`src/rtl/shift_reg_pkg.sv`:
```
// Package: shift_reg_pkg
// Purpose: shared definitions for the universal shift register slice.
//   - mode_t and the MODE_* operation codes (3-bit)
//   - state_e, the burst FSM state encoding (ST_IDLE, ST_BUSY)
// Imported by the interface, the operation unit and the top level.
package shift_reg_pkg;

  typedef logic [2:0] mode_t;

  localparam mode_t MODE_HOLD = 3'd0;
  localparam mode_t MODE_SHR  = 3'd1;
  localparam mode_t MODE_SHL  = 3'd2;
  localparam mode_t MODE_LOAD = 3'd3;
  localparam mode_t MODE_ROR  = 3'd4;
  localparam mode_t MODE_ROL  = 3'd5;
  localparam mode_t MODE_ASR  = 3'd6;
  localparam mode_t MODE_CLR  = 3'd7;

  typedef enum logic {
    ST_IDLE = 1'b0,
    ST_BUSY = 1'b1
  } state_e;

endpackage

```
`src/rtl/universal_shift_register_if.sv`:
```
// Interface: universal_shift_register_if
// Purpose: bundles the control/data signals of universal_shift_register.
// Signals:
//   en, mode, sin_r, sin_l, d_load, start, count  -- driven by the master
//   q, sout_r, sout_l, busy, done                  -- driven by the register
// Modports:
//   master -- the controlling side (drives the controls, reads status)
//   slave  -- the shift register itself
interface universal_shift_register_if
  import shift_reg_pkg::*;
#(
  parameter int WIDTH = 4,
  parameter int CNT_W = 4
) ();

  logic             en;
  mode_t            mode;
  logic             sin_r;
  logic             sin_l;
  logic [WIDTH-1:0] d_load;
  logic             start;
  logic [CNT_W-1:0] count;
  logic [WIDTH-1:0] q;
  logic             sout_r;
  logic             sout_l;
  logic             busy;
  logic             done;

  modport master (
    output en, mode, sin_r, sin_l, d_load, start, count,
    input  q, sout_r, sout_l, busy, done
  );

  modport slave (
    input  en, mode, sin_r, sin_l, d_load, start, count,
    output q, sout_r, sout_l, busy, done
  );

endinterface

```
`src/rtl/shift_op_unit.sv`:
```
// Module: shift_op_unit
// Purpose: combinational next-value generator for the shift register.
//   One instance serves both single-step and burst operation.
// Ports:
//   q_i       in  WIDTH  current register contents
//   mode_i    in  3      operation select (MODE_* codes)
//   sin_r_i   in  1      serial bit entering the MSB on SHR
//   sin_l_i   in  1      serial bit entering the LSB on SHL
//   d_load_i  in  WIDTH  parallel load data
//   q_next_o  out WIDTH  register value after applying mode_i
module shift_op_unit
  import shift_reg_pkg::*;
#(
  parameter int WIDTH = 4
) (
  input  logic [WIDTH-1:0] q_i,
  input  mode_t            mode_i,
  input  logic             sin_r_i,
  input  logic             sin_l_i,
  input  logic [WIDTH-1:0] d_load_i,
  output logic [WIDTH-1:0] q_next_o
);

  always_comb begin
    q_next_o = q_i;
    case (mode_i)
      MODE_HOLD: q_next_o = q_i;
      MODE_SHR:  q_next_o = {sin_r_i, q_i[WIDTH-1:1]};
      MODE_SHL:  q_next_o = {q_i[WIDTH-2:0], sin_l_i};
      MODE_LOAD: q_next_o = d_load_i;
      MODE_ROR:  q_next_o = {q_i[0], q_i[WIDTH-1:1]};
      MODE_ROL:  q_next_o = {q_i[WIDTH-2:0], q_i[WIDTH-1]};
      MODE_ASR:  q_next_o = {q_i[WIDTH-1], q_i[WIDTH-1:1]};
      default:   q_next_o = '0;  // MODE_CLR
    endcase
  end

endmodule

```
`src/rtl/universal_shift_register.sv`:
```
// Module: universal_shift_register
// Purpose: WIDTH-bit universal shift register (shift left/right, rotate,
//   arithmetic shift right, parallel load, clear) with a burst engine that
//   repeats one latched operation for `count` cycles.
// Ports:
//   clk  in  1   rising-edge clock
//   rst  in  1   asynchronous, active-low reset
//   bus  slave modport of universal_shift_register_if:
//     en/mode/sin_r/sin_l/d_load  single-step controls and data
//     start/count                 burst launch and length (idle only)
//     q/sout_r/sout_l             register contents and outgoing serial bits
//     busy/done                   burst in progress / one-cycle completion pulse
module universal_shift_register
  import shift_reg_pkg::*;
#(
  parameter int WIDTH = 4,
  parameter int CNT_W = 4
) (
  input logic                       clk,
  input logic                       rst,
  universal_shift_register_if.slave bus
);

  state_e           state_q;
  mode_t            mode_q;
  logic [CNT_W-1:0] cnt_q;
  logic [WIDTH-1:0] q_q;
  logic [WIDTH-1:0] q_d;
  logic             done_q;
  mode_t            op_mode;

  // While busy the latched mode drives the shared operation unit; the
  // live mode input is ignored until the burst ends.
  assign op_mode = (state_q == ST_BUSY) ? mode_q : bus.mode;

  shift_op_unit #(
    .WIDTH (WIDTH)
  ) u_op (
    .q_i      (q_q),
    .mode_i   (op_mode),
    .sin_r_i  (bus.sin_r),
    .sin_l_i  (bus.sin_l),
    .d_load_i (bus.d_load),
    .q_next_o (q_d)
  );

  always_ff @(posedge clk or negedge rst) begin
    if (!rst) begin
      state_q <= ST_IDLE;
      mode_q  <= MODE_HOLD;
      cnt_q   <= '0;
      q_q     <= '0;
      done_q  <= 1'b0;
    end else begin
      done_q <= 1'b0;
      case (state_q)
        ST_IDLE: begin
          // start outranks en; the launching edge performs no operation.
          if (bus.start) begin
            mode_q <= bus.mode;
            cnt_q  <= bus.count;
            if (bus.count == '0) begin
              done_q <= 1'b1;
            end else begin
              state_q <= ST_BUSY;
            end
          end else if (bus.en) begin
            q_q <= q_d;
          end
        end
        ST_BUSY: begin
          q_q   <= q_d;
          cnt_q <= cnt_q - CNT_W'(1);
          // Last repetition: leave BUSY and raise done on the same edge so
          // the two status outputs never overlap.
          if (cnt_q == CNT_W'(1)) begin
            state_q <= ST_IDLE;
            done_q  <= 1'b1;
          end
        end
        default: state_q <= ST_IDLE;
      endcase
    end
  end

  assign bus.q      = q_q;
  assign bus.sout_r = q_q[0];
  assign bus.sout_l = q_q[WIDTH-1];
  assign bus.busy   = (state_q == ST_BUSY);
  assign bus.done   = done_q;

endmodule

```
`src/flat_wrapper.sv`:
```
// flat-port wrapper written by rule: the top's interface ports become plain ports
module universal_shift_register_flat import shift_reg_pkg::*;
#(
  parameter int WIDTH = 4,
  parameter int CNT_W = 4
)
  (clk, rst, bus_en, bus_mode, bus_sin_r, bus_sin_l, bus_d_load, bus_start, bus_count, bus_q, bus_sout_r, bus_sout_l, bus_busy, bus_done);
  universal_shift_register_if #(.WIDTH(WIDTH), .CNT_W(CNT_W)) bus_i ();
  input logic clk;
  input logic rst;
  input wire logic [$bits(bus_i.en)-1:0] bus_en;
  input wire logic [$bits(bus_i.mode)-1:0] bus_mode;
  input wire logic [$bits(bus_i.sin_r)-1:0] bus_sin_r;
  input wire logic [$bits(bus_i.sin_l)-1:0] bus_sin_l;
  input wire logic [$bits(bus_i.d_load)-1:0] bus_d_load;
  input wire logic [$bits(bus_i.start)-1:0] bus_start;
  input wire logic [$bits(bus_i.count)-1:0] bus_count;
  output wire logic [$bits(bus_i.q)-1:0] bus_q;
  output wire logic [$bits(bus_i.sout_r)-1:0] bus_sout_r;
  output wire logic [$bits(bus_i.sout_l)-1:0] bus_sout_l;
  output wire logic [$bits(bus_i.busy)-1:0] bus_busy;
  output wire logic [$bits(bus_i.done)-1:0] bus_done;
  assign bus_i.en = bus_en;
  assign bus_i.mode = bus_mode;
  assign bus_i.sin_r = bus_sin_r;
  assign bus_i.sin_l = bus_sin_l;
  assign bus_i.d_load = bus_d_load;
  assign bus_i.start = bus_start;
  assign bus_i.count = bus_count;
  assign bus_q = bus_i.q;
  assign bus_sout_r = bus_i.sout_r;
  assign bus_sout_l = bus_i.sout_l;
  assign bus_busy = bus_i.busy;
  assign bus_done = bus_i.done;
  universal_shift_register #(.WIDTH(WIDTH), .CNT_W(CNT_W)) u_core (.clk(clk), .rst(rst), .bus(bus_i));
endmodule
```
`config.mk`:
```
export PLATFORM = sky130hd
export DESIGN_NAME = universal_shift_register_flat
export DESIGN_NICKNAME = d
export VERILOG_FILES = /design/src/rtl/shift_reg_pkg.sv /design/src/rtl/universal_shift_register_if.sv /design/src/rtl/shift_op_unit.sv /design/src/rtl/universal_shift_register.sv /design/src/flat_wrapper.sv
export SDC_FILE = /design/constraint.sdc
export NUM_CORES = 1
export LEC_CHECK = 0
export CAP_MARGIN = 10
export CORE_MARGIN = 2
export CORE_UTILIZATION = 50
export CTS_CLUSTER_SIZE = 24
export DETAILED_ROUTE_END_ITERATION = 6
export GPL_TIMING_DRIVEN = 0
export PLACE_DENSITY = 0.87
export SYNTH_ARGS = -nofsm -noshare
export SYNTH_HDL_FRONTEND = slang
export SYNTH_SLANG_ARGS = --single-unit
```
`constraint.sdc`:
```
create_clock -name clk -period 3 [get_ports clk]
set_clock_uncertainty 0.15 [all_clocks]
set_input_delay 0.6 -clock clk [delete_from_list [all_inputs] [get_ports clk]]
set_output_delay 0.6 -clock clk [all_outputs]
set_load 0.02 [all_outputs]
```
==> impl_results.md, run 1 <==
- Total of max-cap violations: 0
- Critical path class: input pin to flop
- First-pass GRT wire length: 2790 µm
- Post-DP Area: 1130 µm²
- Netlist Area Pre-Place: 870 µm²
- Ports: 25
- Gpl congestion: 0.907
- Worst-path fanout max: 10
- Leak: 0.484 nW
- Synth Net Count: 104
- Post-CTS Resized: 0
- Die W: 45.7 µm
- Routed WL: 1690 µm
- Grt ovf: 0
- Worst setup SP type: input pin
- VDD IR max: 0.509 mV
- Clock Path Buffers: 2
- DRT Pass-1 Iters: 4
- Root Driver: clkbuf_4
- Initial antenna violation count: 0
- Post-DR wirelength/cell: 13.0 µm
- R2R cell count: 5
- Outcome: completed
- DRC: 0
- Share of post-route cells with drive strength above 1: 14.2%
- Die height: 45.7 µm
- Reg2reg end: u_core.bus.q[3]
- DP Worst Slack: 0.537 ns
- Count of different cell masters after synthesis: 32
- Fin area: 1160 µm²
- CTS buffer count: 3
- Layout Nets: 133
- Antenna Diode Count: 0
- Largest net degree at the start of global routing: 14
- Hold path start: u_core.cnt_q[0]
- CP required: 3.01 ns
- Period minus WS final: 2.18 ns
- Post-synthesis cell count: 85
- Slew @ Worst Pin: 0.544 ns
- Via count: 770
- Post-synthesis register bit count: 13
- Final ANT Viol Nets: 0
- Worst Path Arrival: 2.19 ns
- CTS tree: built
- Post-Synthesis Mean Instance Area: 10.2 µm²
- Hold path cells: 1
- Setup crit end kind: flop
- Ys Warns: 0
- Final slew viol count: 0
- Final setup viols: 0
- Max frequency: 0.459 GHz
- Hold WC Path Type: flop to flop
- Most frequent cells in the layout: clkdlybuf4s50_1 (24), dfrtp_1 (13), nand4_1 (8)
- Clock Sinks: 13
- Final Hold Vio Count: 0
- CP max stage delay: 0.46 ns
- TNS Setup: 0 ns
- Final Power: 0.00117 W
- Die ar.: 2090 µm²
- Initial core utilization: 51.5%
- DRT iter0 DRCs: 6
- Clk slew on worst S/H paths: 0.07 ns
- Power Dens Cells: 1010 nW/µm²
- Register area share after synthesis: 37.4%
- Setup ws final: 0.821 ns
- Synthesis-to-finish area growth: 33.1%
- Clock latency on the worst-skew pair: 0.28 ns
- Row cnt: 15
- Commonest non-fill, non-tap cell in the layout: clkdlybuf4s50_1
- GRT Total Usage: 18.9%
- Total core area: 1690 µm²
- Slowest CP cell: clkdlybuf4s50_1
- Post-CTS Setup Repair Bufs: 0
- DR vias/cell: 5.92
- H-tree depth: 1
- Final Cycle Share: 72.6%
- WHS Endpoint: u_core.cnt_q[0]
- Final HPWL DP: 1380 µm
- Vias in the first global route: 702
- Reg2reg start: u_core.bus.busy
- Crit-path cells: clkdlybuf4s50_1 -> nor2b_1 -> or2_2 -> buf_1 -> o21ai_0 -> a221o_1
- CTS hold repair buffers: 0
- R2R setup slack: 1.08 ns
- Worst rel slew slack: 63.6%
- Port Buffers: 24
- RSZ-0062 raised after global routing: no
[cells by family (layout without fill, tap and decap cells)]
logic type,after synthesis,in the layout,share of synthesized area (%)
xor gates and xnor gates,3,3,3.02
AOI/OAI and AO/OA,20,20,18.9
buffers and inverters,8,36,5.18
and+or+nand+nor,28,28,17.4
DFF,13,13,37.4
adders and majority gates,2,2,2.88
muxes,11,11,15.3
[critical path, delay by kind of cell]
family / cells / cell delay, ns
and+or+nand+nor: 2 / 0.36
buffers and inverters: 2 / 0.76
AOI/OAI and AO/OA: 2 / 0.46
[state kept, by name, summed over array words and instances, names as in the netlist]
signal           cells
u_core.mode_q        3
u_core.bus.busy      1
u_core.bus.done      1
u_core.bus.q         4
u_core.cnt_q         4
[through the flow]
stage / util (%) / hold WS [ns] / std cells
floorplan: - / 0.154 / 85
global placement: 67.0 / 0.354 / 126
detailed placement: 67.0 / 0.360 / 126
CTS: 68.5 / 0.370 / 130
global route: 68.5 / 0.396 / 130
finish: 68.5 / 0.366 / 130
[where the power goes]
part | switching (W) | leakage (nW) | total, W | internal [W]
Clock | 0.0000548 | 0.0150 | 0.000106 | 0.0000516
Combinational | 0.000374 | 0.311 | 0.000734 | 0.000360
Sequential | 0.0000718 | 0.158 | 0.000329 | 0.000258
Total | 0.000500 | 0.484 | 0.00117 | 0.000669
[metal layers]
layer / wire length, µm / track usage [%] / up-vias
li1: - / - / 381
met1: 732 / 23.5 / 355
met2: 812 / 31.0 / 32
met3: 117 / 4.37 / 2
met4: 26 / 8.57 / 0
met5: 0 / 0 / -
[synth_stat cells]
master / instances / share of area, %
o21a_1: 1 / 0.86
nor2_1: 6 / 2.6
buf_6: 1 / 1.3
a21o_1: 1 / 0.86
or2_2: 1 / 0.72
o31ai_1: 1 / 0.86
o21ai_0: 2 / 1.2
nor3_1: 5 / 2.9
o211ai_1: 4 / 3.5
ha_1: 2 / 2.9
o211a_1: 1 / 1.2
mux2_4: 2 / 3.5
xnor2_1: 2 / 2.0
buf_1: 1 / 0.43
a21oi_1: 3 / 1.7
dfrtp_1: 13 / 37
nand4_1: 8 / 5.8
nor4bb_1: 1 / 1.2
mux2_2: 4 / 5.2
mux2i_1: 3 / 3.5
xor2_1: 1 / 1.0
or4_1: 1 / 0.86
inv_1: 2 / 0.86
nand2_1: 3 / 1.3
nor2b_1: 3 / 2.2
a211oi_1: 3 / 2.6
a31oi_1: 1 / 0.72
a221o_1: 2 / 2.3
clkbuf_1: 2 / 0.86
mux2i_2: 2 / 3.2
buf_4: 2 / 1.7
o32ai_4: 1 / 3.2
[worst max path at each step]
stage / slack, ns / endpoint / from
2_1_floorplan: 1.09 / u_core.bus.q[3] / bus_en
3_3_place_gp: 0.54 / u_core.bus.q[3] / bus_en
3_5_place_dp: 0.54 / u_core.bus.q[3] / bus_en
4_1_cts: 0.83 / u_core.bus.q[3] / bus_en
5_1_grt: 0.71 / u_core.bus.q[3] / bus_en
6_report: 0.82 / u_core.bus.q[3] / bus_en
[layout make-up]
| class | instances | area, µm² |
|---|---|---|
| sequential | 13 | 325 |
| clock buffer | 4 | 26.3 |
| tap | 17 | 21.3 |
| fill | 137 | 532 |
| multi-input combinational | 64 | 499 |
| buffer | 6 | 37.5 |
| timing repair buffer | 24 | 240 |
| inverter | 2 | 7.51 |
No activity file was read; power rests on OpenSTA's default activity.
==> inputs of run 2 (changes only) <==
Settings changed: CORE_UTILIZATION 50 to 46, PLACE_DENSITY 0.87 to 0.82.
Clock period 3 ns to 2.2 ns, I/O delays scaled along.
==> run 2 against run 1 <==
Compared with the run above: worst hold slack worse by 0.0060 ns; sequential cell count unchanged; wire length increased by 8.1%; die area is 7.9% higher; clock power increased by 37%.
==> impl_results.md, run 2 (same netlist as run 1, synthesis figures left out) <==
- Outcome: completed
- H-tree depth: 1
- Row cnt: 15
- Clock latency on the worst-skew pair: 0.27 ns
- Antenna Diode Count: 0
- Number of filler cells placed in the layout: 146
- Hold WC Path Type: flop to flop
- CP required: 2.21 ns
- First-pass GRT wire length: 3150 µm
- DRT Pass-1 Iters: 4
- Gpl congestion: 0.895
- Most frequent cells in the layout: clkdlybuf4s50_1 (24), dfrtp_1 (13), nand4_1 (8)
- RSZ-0062 raised after global routing: no
- DRT iter0 DRCs: 16
- Leak: 0.484 nW
- Worst setup SP type: input pin
- Final hold slack: 0.360 ns
- Largest net degree at the start of global routing: 14
- Die W: 47.5 µm
- Clock Path Buffers: 2
- R2R setup slack: 0.28 ns
- Final Cycle Share: 92.8%
- Clk slew on worst S/H paths: 0.08 ns
- Commonest non-fill, non-tap cell in the layout: clkdlybuf4s50_1
- Post-CTS Setup Repair Bufs: 0
- DR vias/cell: 5.62
- Synthesis-to-finish area growth: 34.2%
- CTS hold repair buffers: 0
- Power Dens Cells: 1360 nW/µm²
- Clock Sinks: 13
- CTS buffer count: 3
- Worst rel slew slack: 61.7%
- CTS tree: built
- Setup crit end kind: flop
- Post-CTS Resized: 0
- Crit path from: bus_en
- Critical path class: input pin to flop
- DP Worst Slack: -0.127 ns
- Period minus WS final: 2.04 ns
- Max frequency: 0.490 GHz
- Total of max-cap violations: 0
- Final ANT Viol Nets: 0
- Slew @ Worst Pin: 0.573 ns
- GRT Total Usage: 20.0%
- Worst Path Arrival: 2.05 ns
- Hold path start: u_core.cnt_q[0]
- Share of post-route cells with drive strength above 1: 14.2%
- Routed WL: 1830 µm
- Initial antenna violation count: 0
- Setup ws final: 0.159 ns
- Post-DR wirelength/cell: 13.2 µm
- Ports: 25
- Vias in the first global route: 713
- Root Driver: clkbuf_4
- Via count: 776
- DRC: 0
- Final slew viol count: 0
- Total core area: 1750 µm²
- Reg2reg start: u_core.bus.busy
- Worst-path fanout max: 10
- Port Buffers: 24
- Die height: 47.5 µm
- Layout Nets: 133
- Die ar.: 2250 µm²
- Grt ovf: 0
- VDD IR max: 0.790 mV
- Final Hold Vio Count: 0
- Final setup viols: 0
- Initial core utilization: 49.8%
[run 2: cell counts in the layout (fill, tap and decap cells not counted)]
Identical to the previous run, type by type.
[run 2: where the power goes]
group	leakage (nW)	switching (W)	internal [W]
Clock	0.0150	0.0000754	0.0000701
Sequential	0.158	0.000101	0.000351
Combinational	0.311	0.000504	0.000488
Total	0.484	0.000680	0.000909
[run 2: final timing paths]
kind                                         to  depth (start not counted)
worst max-delay path            u_core.bus.q[3]                          6
worst max register to register  u_core.bus.q[3]                          5
max in group asynchronous       u_core.bus.q[1]                          1
worst min register to register  u_core.cnt_q[0]                          1
min in group asynchronous       u_core.bus.q[3]                          1
worst min-delay path            u_core.cnt_q[0]                          1
[run 2: per-stage QoR]
stage / power (W) / cells / cell area (µm²) / setup TNS, ns / utilization, %
floorplan: 0.00118 / 85 / 870 / 0 / -
global placement: 0.00142 / 134 / 1140 / -0.166 / 65.4
detailed placement: 0.00145 / 134 / 1140 / -0.271 / 65.4
CTS: 0.00159 / 138 / 1170 / 0 / 66.9
global route: 0.00173 / 138 / 1170 / 0 / 66.9
finish: 0.00159 / 138 / 1170 / 0 / 66.9
[run 2: final cells by class]
| type | count | area [µm²] | share of cell area (%) |
|---|---|---|---|
| buffer | 6 | 37.5 | 3.22 |
| tap | 25 | 31.3 | 2.68 |
| timing repair buffer | 24 | 240 | 20.6 |
| inverter | 2 | 7.51 | 0.643 |
| clock buffer | 4 | 26.3 | 2.25 |
| sequential | 13 | 325 | 27.9 |
| multi-input combinational | 64 | 499 | 42.8 |
[run 2: critical path, cell delays in order]
cell	delay [ns]
clkdlybuf4s50_1	0.45
nor2b_1	0.23
or2_2	0.15
buf_1	0.31
o21ai_0	0.16
a221o_1	0.31
[run 2: metal layers]
layer	part of all wire, %	global-route usage (%)	routed length [µm]
met1	44	25.8	797
met2	50	32.7	913
met3	5.7	4.15	104
met4	0.55	7.78	10
met5	0	0	0
==> RTL edit 1 (flow settings as in run 2) <==
`CNT_W` is set to 4 in 3 places; all go to 3.
--- a/src/rtl/universal_shift_register_if.sv
+++ b/src/rtl/universal_shift_register_if.sv
@@ -12,3 +12,3 @@
   parameter int WIDTH = 4,
-  parameter int CNT_W = 4
+  parameter int CNT_W = 3
 ) ();
--- a/src/rtl/universal_shift_register.sv
+++ b/src/rtl/universal_shift_register.sv
@@ -16,3 +16,3 @@
   parameter int WIDTH = 4,
-  parameter int CNT_W = 4
+  parameter int CNT_W = 3
 ) (
--- a/src/flat_wrapper.sv
+++ b/src/flat_wrapper.sv
@@ -4,3 +4,3 @@
   parameter int WIDTH = 4,
-  parameter int CNT_W = 4
+  parameter int CNT_W = 3
 )
Ports: changed (resized bus_count); port bits go from 25 to 24. The function was not compared with the original's and may differ.
==> RTL edit 1 against run 2 <==
Worst setup slack gained 0.027 ns; die area shrank 6.2%; critical path depth shrank 5; sequential cell count shrank 1; routed wire length shrank 2.6%; area after synthesis shrank 6.8%; power shrank 5.6%; final area shrank 5.1%.
==> RTL edit 1: results (changes against run 2) <==
Synth
  – Cell count after synthesis: 90 (+5.9%)
  – Synthesis Warnings: 0 (unchanged)
  – Async set-or-reset flop fraction in the synthesized netlist: 100% (unchanged)
  – Top cells by count, synth: dfrtp_1 (12), nand2_1 (9), nor2_1 (8), a21oi_1 (6), inv_1 (6)
  – Syn nets: 108 (+3.8%)
  – Register area share after synthesis: 37.0% (-0.37 points)
  – Largest cells by area after synthesis: dfrtp_1 (37%), nand2_1 (4.2%), mux2_2 (4.2%)

Placement
  – Final HPWL DP: 1.35 mm
  – Routability congestion estimate: 0.804 (-10%)
  – Post-placement cell area: 0.00106 sq mm (-6.9%)
  – Minimum setup slack after placement: -0.147 ns (-0.0197 ns)
  – Inst Count DP: 130 (-3.0%)
  – Port Buffers: 23 (-4.2%)

Cells and area
  – Number of diodes: 0 (unchanged)
  – Share of layout cells above drive strength 1: 12.0% (-2.2 points)
  – Final nets: 136 (+2.3%)
  – Max FFs per register: 4
  – # fillers: 138 (-5.5%)

Timing
  – Min cycle time layout: 2.01 ns (-0.0265 ns)
  – Slew of the pin with the lowest slew margin: 0.538 ns (-0.0344 ns)
  – Min Hold Slack: 0.347 ns (-0.0128 ns)

CTS
  – Root Driver: clkbuf_4
  – Post-CTS Resized: 0 (unchanged)
  – Total CTS buffers: 3 (unchanged)
  – Max clock buf depth: 2 (unchanged)
  – Post-CTS Setup Inserts: 0 (unchanged)
  – Worst skew pair latency: 0.27 ns (about the same)
  – CTS H-tree lvls: 1 (unchanged)
  – Worst-path clk slew: 0.08 ns (about the same)

Worst hold path
  – Hold Path Depth: 1 (unchanged)
  – Worst hold path type: register to register

Drt
  – Post-detailed-route wirelength per cell: 13.3 microns (+0.28%)
  – Initial DRC Count: 13 (-3)
  – Routed wire length: 1.78 mm (-2.6%)
  – Vias/cell: 5.69 (+1.1%)

Global routing
  – Vias in the first global route: 718 (+0.70%)
  – Met3 Use GR: 2.78% (-1.4 points)
  – GRT Util Overall: 19.1% (-0.82 points)
  – Met1 Use GR: 24.4% (-1.4 points)
  – Antenna violations before repair: 0 (unchanged)
  – Met2 usage: 31.9% (-0.76 points)
  – First-pass GRT wire length: 2.93 mm (-7.0%)
  – Largest net degree at the start of global routing: 13 (-1)

Setup path
  – R2r setup slk: 0.28 ns (about the same)
  – CP peak stage delay: 0.66 ns (+0.21 ns)
  – Crit path max fanout: 4 (-6)
  – Worst Reg-to-Reg Cells: 6 (+1)
  – Cell family with most CP delay: buffers and inverters
  – CP arrival: 1.42 ns (-0.63 ns)

Power and ir drop
  – Comb group: 0.000886 W (-11%)
  – Int Pwr: 0.000859 W (-5.6%)
  – Clock group power: 0.000177 W (+22%)
  – Flop+latch power: 0.000436 W (-4%)
  – Leakage power: 0.475 nW (-1.9%)
  – Maximum vdd ir drop: 0.873 mV (+11%)

Status
  – Status: completed
RTL edit 1: changes by cell type in the layout (fill, tap and decap cells not counted), sizes merged, moves of 3 or more:
| cell | delta |
|---|---|
| o211ai | -4 |
| a21oi | +3 |
| nand4 | -8 |
| nor3 | -3 |
| nand3 | +4 |
| inv | +5 |
| nor2b | -3 |
| nand2 | +6 |
| a221oi | +3 |
| nand3b | +3 |
| o21ai | +4 |
RTL edit 1: area by class of cell:
class / instances / area, sq um / area share (%)
clock buffer: 4 / 36.3 / 3.28
inverter: 7 / 26.3 / 2.37
sequential: 12 / 300 / 27.1
tap: 17 / 21.3 / 1.92
timing repair buffer: 23 / 230 / 20.8
multi-input combinational: 67 / 458 / 41.4
buffer: 4 / 35.0 / 3.16
RTL edit 1: worst paths after layout:
path | from | end
max in group asynchronous | rst | u_core.cnt_q[1]$_DFFE_PN0P_
hold reg to reg | u_core.cnt_q[0]$_DFFE_PN0P_ | u_core.cnt_q[0]$_DFFE_PN0P_
hold / removal | u_core.cnt_q[0]$_DFFE_PN0P_ | u_core.cnt_q[0]$_DFFE_PN0P_
setup / recovery | u_core.bus.busy$_DFF_PN0_ | bus_busy
min in group asynchronous | rst | u_core.cnt_q[2]$_DFFE_PN0P_
setup reg to reg | u_core.bus.busy$_DFF_PN0_ | u_core.bus.q[2]$_DFFE_PN0P_
RTL edit 1: cell families (layout without fill, tap and decap cells):
kind of cell	count (synthesis)	count (layout)	synth area share, %
compound gates	27	27	22.1
xor+xnor	1	1	1.08
fa+ha+maj	2	2	3.09
buf+inv	11	38	7.56
flops	12	12	37.0
mux	8	8	11.9
simple gates	29	29	17.3
RTL edit 1: metal layers:
layer  wire length (microns)  part of all wire, %
met5                       0                    0
met3                     113                  6.4
met2                     883                   50
met4                      27                  1.5
met1                     754                   42
==> RTL edit 2 (config.mk and constraints of run 2) <==
Without the edit above. Make the reset (`rst`) synchronous in one clocked block. Comments in the files are not updated.
--- a/src/rtl/universal_shift_register.sv
+++ b/src/rtl/universal_shift_register.sv
@@ -46,3 +46,3 @@
 
-  always_ff @(posedge clk or negedge rst) begin
+  always_ff @(posedge clk) begin
     if (!rst) begin
Check against the original RTL: differs if rst is asserted again (counterexample within 4 cycles, from zero or initial values and one cycle with rst low); with rst held inactive, the same outputs for 10 cycles.
==> RTL edit 2 against run 2 <==
Routed wire length up 6.6%; area after synthesis decreased by 4.6%; sequential share of layout area fell by 4.8 points; worst setup slack better by 0.049 ns; final area is 3.4% lower; sequential cell count unchanged; maximum frequency increased by 2.5%.
Power is not compared: it rests on default switching activity, and its combinational part moved more than twofold at a synthesized area within 25%.
==> RTL edit 2: results (changes against run 2) <==
Setup path
  – Worst r2r src: u_core.bus.busy$_SDFF_PN0_
  – CP Launch Point: u_core.bus.q[0]$_SDFFE_PN0P_
  – CP arrival: 1.40 ns (-0.65 ns)
  – R2r setup slk: 0.38 ns (+0.10 ns)
  – Crit path max fanout: 5 (-5)

CTS
  – Post-CTS Setup Inserts: 0 (unchanged)
  – Max clock buf depth: 2 (unchanged)
  – Total CTS buffers: 3 (unchanged)
  – Post-CTS Resized: 0 (unchanged)
  – Root Driver: clkbuf_4
  – Worst skew pair latency: 0.28 ns
  – Worst-path clk slew: 0.07 ns
  – CTS H-tree lvls: 1 (unchanged)

Drt
  – First-pass DRT Iterations: 4 (unchanged)
  – Vias/cell: 5.49 (-2.3%)
  – Routed wire length: 1.95 mm (+6.6%)
  – Initial DRC Count: 16 (unchanged)
  – Post-detailed-route wirelength per cell: 13.2 microns (-0.58%)

Cells and area
  – Share of layout cells above drive strength 1: 12.2% (-2.0 points)
  – Final nets: 143 (+7.5%)
  – # fillers: 148 (+1.4%)
  – Number of diodes: 0 (unchanged)

Placement
  – Routability congestion estimate: 0.851 (-4.8%)
  – Port Buffers: 24 (unchanged)
  – Final HPWL DP: 1.57 mm
  – Minimum setup slack after placement: -0.0159 ns (+0.111 ns)

Status
  – Status: completed

Synth
  – Top cells by count, synth: dfxtp_1 (13), nand2_1 (11), a21oi_1 (8), mux2i_1 (8), nor2b_1 (8)
  – Main synth FF type: dfxtp_1
  – Post-Syn Area per Cell: 8.73 sq um (-15%)
  – Post-synth cell types: 36 (+13%)
  – Register area share after synthesis: 31.4% (-6.0 points)
  – Synthesis Warnings: 0 (unchanged)
  – Syn nets: 114 (+9.6%)
  – Largest cells by area after synthesis: dfxtp_1 (31%), mux2i_1 (9.7%), nor2b_1 (6.0%)
  – Async set-or-reset flop fraction in the synthesized netlist: 0% (-100 points)

Timing
  – F_max: 502 MHz (+2.5%)
  – Slew margin rel.: 55.5% (-6.2 points)

Global routing
  – Largest net degree at the start of global routing: 11 (-3)
  – First-pass GRT wire length: 3.02 mm (-4.2%)
  – GRT Util Overall: 19.7% (-0.27 points)
  – Antenna violations before repair: 0 (unchanged)
  – Vias in the first global route: 792 (+11%)

Power and ir drop
  – Maximum vdd ir drop: 0.381 mV
  – Leakage power: 0.436 nW
  – Int Pwr: 0.000421 W

Worst hold path
  – Worst hold path type: register to register
  – Worst Min Path Start: u_core.bus.q[1]$_SDFFE_PN0P_
RTL edit 2: cell count changes after synthesis, moves of 4 or more:
| cell | before | now |
|---|---|---|
| nand2_1 | 3 | 11 |
| nor2_1 | 6 | 2 |
| o211ai_1 | 4 | 0 |
| dfxtp_1 | 0 | 13 |
| nand4_1 | 8 | 1 |
| o21ai_1 | 0 | 4 |
| nor2b_1 | 3 | 8 |
| a21oi_1 | 3 | 8 |
| dfrtp_1 | 13 | 0 |
| mux2i_1 | 3 | 8 |
RTL edit 2: logic make-up after synthesis:
logic type	count (synthesis)	synth area share [%]
mux	12	16.3
flops	13	31.4
compound gates	27	21.3
fa+ha+maj	2	3.02
simple gates	31	20.8
xor+xnor	1	1.06
buf+inv	9	6.18
RTL edit 2: per-layer routing:
metal | wire length (microns) | global-route usage, % | vias to the layer above
met1 | 779 | 19.5 | 375
met3 | 99 | 3.14 | 7
met5 | 0 | 0 | -
met2 | 1020 | 38.1 | 27
met4 | 48 | 10.3 | 0
li1 | - | - | 404
RTL edit 2: path summary, 6_finish.rpt:
path / end / cells past startpoint
min: u_core.bus.q[1]$_SDFFE_PN0P_ / 2
min reg2reg: u_core.bus.q[1]$_SDFFE_PN0P_ / 2
max: bus_q[0] / 2
max reg2reg: u_core.bus.q[2]$_SDFFE_PN0P_ / 6
RTL edit 2: final cells by class:
type | instances | area (sq um) | share of cell area, %
Multi-Input combinational cell | 73 | 518 | 45.9
Sequential cell | 13 | 260 | 23.1
Inverter | 3 | 11.3 | 0.999
Buffer | 6 | 40.0 | 3.55
Tap cell | 25 | 31.3 | 2.77
Clock buffer | 4 | 26.3 | 2.33
Timing Repair Buffer | 24 | 240 | 21.3
RTL edit 2: metrics by stage:
stage	TNS (ns)	area (sq um)	hold WS, ns
4_1_cts	0	1130	0.348
2_1_floorplan	0	830	0.332
5_1_grt	0	1130	0.381
6_report	0	1130	0.344
3_3_place_gp	0	1100	0.321
3_5_place_dp	-0.0180	1100	0.337
RTL edit 2: critical path, cell delays in order (launching register included):
cell and delay, ns:
dfxtp_1 0.41, buf_4 0.13, clkdlybuf4s50_1 0.59
RTL edit 2: power by group through the flow:
stage                     combinational, W  clock, W  sequential, W
after floorplan                   0.000120         0       0.000272
after global placement            0.000185         0       0.000268
after detailed placement          0.000192         0       0.000269
after CTS                         0.000193  0.000151       0.000263
after global routing              0.000209  0.000158       0.000266
final                             0.000192  0.000147       0.000263
